## config.mk

```make
export PLATFORM = sky130hd
export DESIGN_NAME = mult_result_buffer_flat
export DESIGN_NICKNAME = d
export VERILOG_FILES = /design/src/rtl/mult_pkg.sv /design/src/rtl/mult_result_buffer_if.sv /design/src/rtl/mult_result_fifo.sv /design/src/rtl/mult_result_buffer.sv /design/src/flat_wrapper.sv
export SDC_FILE = /design/constraint.sdc
export NUM_CORES = 1
export LEC_CHECK = 0
export CAP_MARGIN = 20
export CORE_UTILIZATION = 52
export DETAILED_ROUTE_END_ITERATION = 7
export GPL_TIMING_DRIVEN = 0
export PLACE_DENSITY = 0.91
export SLEW_MARGIN = 5
export SYNTH_ARGS = -nofsm -noshare
export SYNTH_HDL_FRONTEND = slang
export SYNTH_SLANG_ARGS = --single-unit
```

## constraint.sdc

```tcl
create_clock -name clk -period 3 [get_ports clk]
set_input_delay 0.45 -clock clk [delete_from_list [all_inputs] [get_ports clk]]
set_output_delay 0.45 -clock clk [all_outputs]
set_load 0.03 [all_outputs]
```

## src/rtl/mult_pkg.sv

```systemverilog
// mult_pkg: shared types and default widths for the Booth multiplier
// output path (status registers, display register, result FIFO).
package mult_pkg;
  localparam int RES_W = 16;  // signed product width
  localparam int CNT_W = 3;   // Booth iteration counter width

  typedef logic [1:0]              booth_pair_t;
  typedef logic signed [RES_W-1:0] product_t;
endpackage

```

## src/rtl/mult_result_buffer_if.sv

```systemverilog
// mult_result_buffer_if: valid/ready stream carrying completed products
// from the result FIFO head to a consumer (UART / 7-seg scanner).
//   out_valid : head entry present
//   out_data  : head product (0 when out_valid is low)
//   out_ready : consumer accepts the head this cycle
interface mult_result_buffer_if #(
  parameter int RES_W = mult_pkg::RES_W
) ();
  logic                    out_valid;
  logic signed [RES_W-1:0] out_data;
  logic                    out_ready;

  modport master (output out_valid, out_data, input out_ready);
  modport slave  (input out_valid, out_data, output out_ready);
endinterface

```

## src/rtl/mult_result_fifo.sv

```systemverilog
// mult_result_fifo: DEPTH-entry queue of completed products.
//   clk, rst        : clock, async active-high reset
//   clear           : synchronous flush (pointers, level, overflow)
//   push, push_data : enqueue request and product
//   pop             : dequeue request (ignored when empty)
//   out_valid/data  : head entry, data forced to 0 when empty
//   level           : occupancy 0..DEPTH
//   overflow        : sticky, set when a push hits a full queue with no pop
module mult_result_fifo
  import mult_pkg::*;
#(
  parameter int  RES_W = mult_pkg::RES_W,
  parameter int  DEPTH = 4,
  localparam int LVL_W = $clog2(DEPTH + 1)
) (
  input  logic                    clk,
  input  logic                    rst,
  input  logic                    clear,
  input  logic                    push,
  input  logic signed [RES_W-1:0] push_data,
  input  logic                    pop,
  output logic                    out_valid,
  output logic signed [RES_W-1:0] out_data,
  output logic [LVL_W-1:0]        level,
  output logic                    overflow
);
  localparam int PTR_W = $clog2(DEPTH);

  logic signed [RES_W-1:0] mem [DEPTH];
  logic [PTR_W-1:0]        wr_ptr, rd_ptr;
  logic [LVL_W-1:0]        level_q;
  logic                    full, do_pop, do_push, drop;

  // Level is a separate counter, so pointers can wrap freely and
  // full/empty stay unambiguous.
  assign full    = (level_q == LVL_W'(DEPTH));
  // Pop only from a non-empty queue: a push into empty is never
  // bypassed to the output in the same cycle.
  assign do_pop  = pop && (level_q != '0) && !clear;
  // A full queue still accepts a push when the head leaves this cycle.
  assign do_push = push && !clear && (!full || do_pop);
  assign drop    = push && !clear && full && !do_pop;

  always_ff @(posedge clk or posedge rst) begin
    if (rst) begin
      wr_ptr   <= '0;
      rd_ptr   <= '0;
      level_q  <= '0;
      overflow <= 1'b0;
    end else if (clear) begin
      wr_ptr   <= '0;
      rd_ptr   <= '0;
      level_q  <= '0;
      overflow <= 1'b0;
    end else begin
      if (do_push) wr_ptr <= wr_ptr + PTR_W'(1);
      if (do_pop)  rd_ptr <= rd_ptr + PTR_W'(1);
      case ({do_push, do_pop})
        2'b10:   level_q <= level_q + LVL_W'(1);
        2'b01:   level_q <= level_q - LVL_W'(1);
        default: level_q <= level_q;
      endcase
      if (drop) overflow <= 1'b1;
    end
  end

  // Storage needs no reset: it is only visible through out_valid.
  always_ff @(posedge clk) begin
    if (do_push) mem[wr_ptr] <= push_data;
  end

  assign out_valid = (level_q != '0);
  assign out_data  = out_valid ? mem[rd_ptr] : '0;
  assign level     = level_q;
endmodule

```

## src/rtl/mult_result_buffer.sv

```systemverilog
// mult_result_buffer: output staging for the sequential Booth multiplier.
//   clk, rst          : clock, async active-high reset
//   start, clear      : new-operand pulse (clears display), full flush
//   sig_busy/pair/count/result/done : multiplier status and product
//   busy_q/pair_q/count_q : status registered one cycle
//   disp_result/disp_done : running product, then held final product
//   out_if (master)   : FIFO head stream (out_valid/out_data/out_ready)
//   level, overflow   : FIFO occupancy and sticky drop flag
module mult_result_buffer
  import mult_pkg::*;
#(
  parameter int  RES_W = mult_pkg::RES_W,
  parameter int  CNT_W = mult_pkg::CNT_W,
  parameter int  DEPTH = 4,
  localparam int LVL_W = $clog2(DEPTH + 1)
) (
  input  logic                    clk,
  input  logic                    rst,
  input  logic                    start,
  input  logic                    clear,
  input  logic                    sig_busy,
  input  booth_pair_t             sig_pair,
  input  logic [CNT_W-1:0]        sig_count,
  input  logic signed [RES_W-1:0] sig_result,
  input  logic                    sig_done,
  output logic                    busy_q,
  output booth_pair_t             pair_q,
  output logic [CNT_W-1:0]        count_q,
  output logic signed [RES_W-1:0] disp_result,
  output logic                    disp_done,
  mult_result_buffer_if.master    out_if,
  output logic [LVL_W-1:0]        level,
  output logic                    overflow
);
  // Status registers: plain one-cycle delay, untouched by start/clear.
  always_ff @(posedge clk or posedge rst) begin
    if (rst) begin
      busy_q  <= 1'b0;
      pair_q  <= '0;
      count_q <= '0;
    end else begin
      busy_q  <= sig_busy;
      pair_q  <= sig_pair;
      count_q <= sig_count;
    end
  end

  // Display: a new operation blanks it, done latches the final product,
  // busy tracks the running product, otherwise hold.
  always_ff @(posedge clk or posedge rst) begin
    if (rst) begin
      disp_result <= '0;
      disp_done   <= 1'b0;
    end else if (clear || start) begin
      disp_result <= '0;
      disp_done   <= 1'b0;
    end else if (sig_done) begin
      disp_result <= sig_result;
      disp_done   <= 1'b1;
    end else if (sig_busy) begin
      disp_result <= sig_result;
      disp_done   <= 1'b0;
    end
  end

  logic fifo_valid;

  mult_result_fifo #(
    .RES_W (RES_W),
    .DEPTH (DEPTH)
  ) u_fifo (
    .clk       (clk),
    .rst       (rst),
    .clear     (clear),
    .push      (sig_done && !clear),
    .push_data (sig_result),
    .pop       (fifo_valid && out_if.out_ready),
    .out_valid (fifo_valid),
    .out_data  (out_if.out_data),
    .level     (level),
    .overflow  (overflow)
  );

  assign out_if.out_valid = fifo_valid;
endmodule

```

## src/flat_wrapper.sv

```systemverilog
// flat-port wrapper written by rule: the top's interface ports become plain ports
module mult_result_buffer_flat import mult_pkg::*;
#(
  parameter int  RES_W = mult_pkg::RES_W,
  parameter int  CNT_W = mult_pkg::CNT_W,
  parameter int  DEPTH = 4,
  localparam int LVL_W = $clog2(DEPTH + 1)
)
  (clk, rst, start, clear, sig_busy, sig_pair, sig_count, sig_result, sig_done, busy_q, pair_q, count_q, disp_result, disp_done, level, overflow, out_if_out_valid, out_if_out_data, out_if_out_ready);
  mult_result_buffer_if #(.RES_W(RES_W)) out_if_i ();
  input  logic clk;
  input  logic rst;
  input  logic start;
  input  logic clear;
  input  logic sig_busy;
  input  booth_pair_t sig_pair;
  input  logic [CNT_W-1:0] sig_count;
  input  logic signed [RES_W-1:0] sig_result;
  input  logic sig_done;
  output logic busy_q;
  output booth_pair_t pair_q;
  output logic [CNT_W-1:0] count_q;
  output logic signed [RES_W-1:0] disp_result;
  output logic disp_done;
  output logic [LVL_W-1:0] level;
  output logic overflow;
  output wire logic [$bits(out_if_i.out_valid)-1:0] out_if_out_valid;
  output wire logic [$bits(out_if_i.out_data)-1:0] out_if_out_data;
  input wire logic [$bits(out_if_i.out_ready)-1:0] out_if_out_ready;
  assign out_if_out_valid = out_if_i.out_valid;
  assign out_if_out_data = out_if_i.out_data;
  assign out_if_i.out_ready = out_if_out_ready;
  mult_result_buffer #(.RES_W(RES_W), .CNT_W(CNT_W), .DEPTH(DEPTH)) u_core (.clk(clk), .rst(rst), .start(start), .clear(clear), .sig_busy(sig_busy), .sig_pair(sig_pair), .sig_count(sig_count), .sig_result(sig_result), .sig_done(sig_done), .busy_q(busy_q), .pair_q(pair_q), .count_q(count_q), .disp_result(disp_result), .disp_done(disp_done), .out_if(out_if_i), .level(level), .overflow(overflow));
endmodule
```

==> impl.org <==
** Logic synthesis
- The biggest area contributor in the post-synthesis netlist is edfxtp_1.
- Net Count, Synth :: 280
- The number of different library cells used by synthesis comes to 41.
- For this run, the register share of the synthesized area comes to 0.684.
- Number of enable-type register cells in the synthesized netlist :: 64
- A synthesized cell averages roughly 16 um^2.
- Post-synthesis register bit count :: 95
- By area the synthesized netlist is led by edfxtp_1 49%, dfrtp_1 20%, mux4_2 9.1%.
- After synthesis the cells add up to between 3000 and 4000 um^2.
- During synthesis, Yosys emitted a total of 0 warnings.
- In the synthesized netlist, the number of instances is 247.
- Top cells by count, synth :: 64 x edfxtp_1, 33 x nand2_1, 31 x dfrtp_1
- Synth async-reset ratio :: 0.326
- Top cell type's share of synthesized area :: 0.487
- In the post-synthesis netlist, the cell with the most instances is edfxtp_1.
- For this run, the leading register cell type out of synthesis is edfxtp_1.

** Worst setup path
- Chain of cells forming the critical path :: buf_4, nor3_4, buf_6, nor2b_1, clkdlybuf4s50_1
- Buf/Inv on CP :: 3
- Reg-to-reg slack, setup :: approximately 670 ps
- Worst reg2reg path endpoint :: u_core.u_fifo.level[2]
- Max Fanout on Critical Path :: 10
- The critical path in this run is classified as register to output port.
- Data arrival time of the worst path :: 2390 ps
- Slowest cell delay on critical path :: ~600 ps
- Crit end category :: output port
- Worst path top cell family by delay :: buffers and inverters
- Depth of the worst register-to-register path :: 7
- Critical path startpoint category :: register
- Slowest CP cell :: clkdlybuf4s50_1
- Startpoint of the worst-slack reg-to-reg timing path :: u_core.u_fifo.level[1]
- Endpoint required time on the critical path :: 2550 ps

** STA
- The number of max-slew violations in the final report was 0.
- Worst relative slew slack :: 0.405
- Final Hold Vio Count :: 0
- After layout, the worst setup slack is 159 ps.
- Summed over all failing endpoints, the final setup total negative slack is 0 ps.
- Setup violations remaining at the end of the flow were counted as 0.
- Based on the critical path, the design can be clocked at up to ~350 MHz.
- At the pin with the least slew margin, the transition time is 892 ps.
- Final worst hold slack :: just under 500 ps
- Unrepaired setup endpoints after global routing :: no
- For the final database, setup skew stands at 14.4 ps.
- Fin crit share :: 0.947
- Min Tclk post-route :: 2840 ps

** Clock tree
- Skew-Pair Late Insertion Delay :: 360 ps
- Clk slew on worst S/H paths :: 100 ps
- TritonCTS built the clock tree.
- The clock passes through at most 2 buffers.
- The clock net in this run drives a total of 95 sinks.
- CTS built an H-tree with a depth of 3.
- CTS Buf Count :: 9
- The root buffer cell chosen for the clock tree is clkbuf_8.
- In this run the post-CTS setup repair buffer count came out at 0.

** Drt
- Total iterations of the first detailed-routing run :: 4
- Total Routed Length :: approximately 8000 um
- First DRT Iteration DRCs :: 158
- Detailed routing inserted a total of 2,385 vias.
- After detailed routing, the average wire length per cell comes to between 15 and 20 um.
- In this run the remaining antenna-violating nets after routing total 0.
- Detailed-route vias per instance :: 5.50
- In the routed design, unresolved DRC markers number 0.

** Status
- The run finished with clean final reports.

** Global route
- Largest net degree at the start of global routing :: 21
- In the global route stage, overall resource usage came out at 0.227.
- The via count of the first global-routing pass is 2,423.
- Global-route wire length before repair :: 12,600 um
- The total overflow left after global routing is 0.
- Number of antenna violations at the first check in global routing :: 0

** Layout
- 0 antenna diodes ended up in the layout.
- Fill cell instance count of the final layout :: 511
- Summing all flip-flop and latch instances after layout gives 2700 um^2.
- From synthesis to final layout, the design area changed by 26.5%.
- Multi-input logic area :: 1110 um^2
- The final layout contains 363 nets.
- Final standard cell area without fillers :: 4990 um^2
- In the final layout, the share of cells above drive strength 1 is 0.179.

** Place
- HPWL Detailed :: 5550 um
- Once placement finished, the instance area stood at slightly below 5000 um^2.
- Prior to clock tree synthesis, the placed netlist has a worst setup slack of between 200 and 250 ps.
- During placement, the flow inserted port buffers numbering 71.
- At the end of routability-driven placement, the weighted congestion stood at 0.760.

** Floorplanning
- Die Height :: 89.1 um
- The die covers 7940 um^2.
- From left edge to right edge, the die measures 89.1 um.
- Count of standard-cell rows :: 31
- Core area :: about 7300 um^2
- Top Ports :: 72
- Effective utilization at floorplan :: 0.541

** Flow run
- Max-Cap Viols :: 0

** Hold path
- Min-delay worst type :: input port to async pin

** Power and ir drop
- Dividing total power by cell area gives a power density of 557 nW/um^2.
- Total Power :: between 2 and 3 mW
- Reported leakage power :: 1.81 nW
- Worst vdd ir :: around 0.27 mV
-- sequential cells by signal, summed over array words and instances, names as in the netlist, 2 cells and up --
register and count:
u_core.pair_q 2, u_core.count_q 3, u_core.disp_result 16, u_core.u_fifo.wr_ptr 2
u_core.u_fifo.level 3, u_core.u_fifo.mem 64, u_core.u_fifo.rd_ptr 2
-- area by class of cell --
cell class,instances,area share
Tap cell,99,0.0248
Inverter,8,0.00602
Buffer,15,0.0231
Clock buffer,10,0.0256
Multi-Input combinational cell,129,0.223
Sequential cell,95,0.540
Timing Repair Buffer,72,0.148
Clock inverter,6,0.00928
-- power by group --
group          switching [mW]  total [mW]  internal, mW  leakage [nW]
logic                   0.301       0.559         0.258         0.734
clock network           0.440       0.747         0.308        0.0898
registers              0.0214        1.47          1.45         0.989
total                   0.762        2.78          2.02          1.81
-- metal layers --
metal | track usage | vias to the layer above | share of wire
li1 | - | 1075 | -
met1 | 0.290 | 1200 | 0.39
met2 | 0.387 | 97 | 0.54
met3 | 0.0508 | 13 | 0.056
met4 | 0.0779 | 0 | 0.017
met5 | 0 | - | 0
-- cell usage in the layout, fill, tap and decap left out, drive strengths merged, types with 9 or more instances in the layout --
master,count
clkdlybuf4s50,71
edfxtp,64
nand2,33
dfrtp,31
o21ai,18
mux4,16
buf,15
nor2b,14
clkbuf,11
inv,9
-- what timing repair did --
action / CTS / global route
resized for setup: 1 / 1
setup endpoints to repair: 10 / 1
cloned: 0 / 0
hold buffers: 0 / 0
-- metrics by stage --
step / instances / utilization
final: 434 / 0.684
after global routing: 434 / 0.684
after CTS: 434 / 0.684
after detailed placement: 418 / 0.659
after global placement: 417 / 0.655
after floorplan: 247 / -
-- cell families (layout without fill, tap and decap cells) --
kind of cell / Yosys count / in the layout / synth area share
muxes: 17 / 17 / 0.0951
buffers and inverters: 23 / 111 / 0.0358
xor gates and xnor gates: 4 / 4 / 0.00888
adders and majority gates: 5 / 5 / 0.0178
AOI/OAI and AO/OA: 31 / 31 / 0.0457
DFF: 95 / 95 / 0.684
and+or+nand+nor: 72 / 72 / 0.113
-- how the worst max path moves through the flow --
stage | start | to | slack [ps] | depth (start not counted)
finish | u_core.u_fifo.level[1] | out_if_out_data[6] | 160 | 5
global placement | clear | u_core.u_fifo.level[2] | 270 | 7
detailed placement | clear | u_core.u_fifo.level[2] | 230 | 7
global route | u_core.u_fifo.level[1] | out_if_out_data[6] | 40 | 5
CTS | u_core.u_fifo.level[1] | out_if_out_data[6] | 60 | 5
floorplan | u_core.u_fifo.level[1] | u_core.u_fifo.level[2] | 720 | 7
Note: power is estimated with default switching activity, not from simulation.
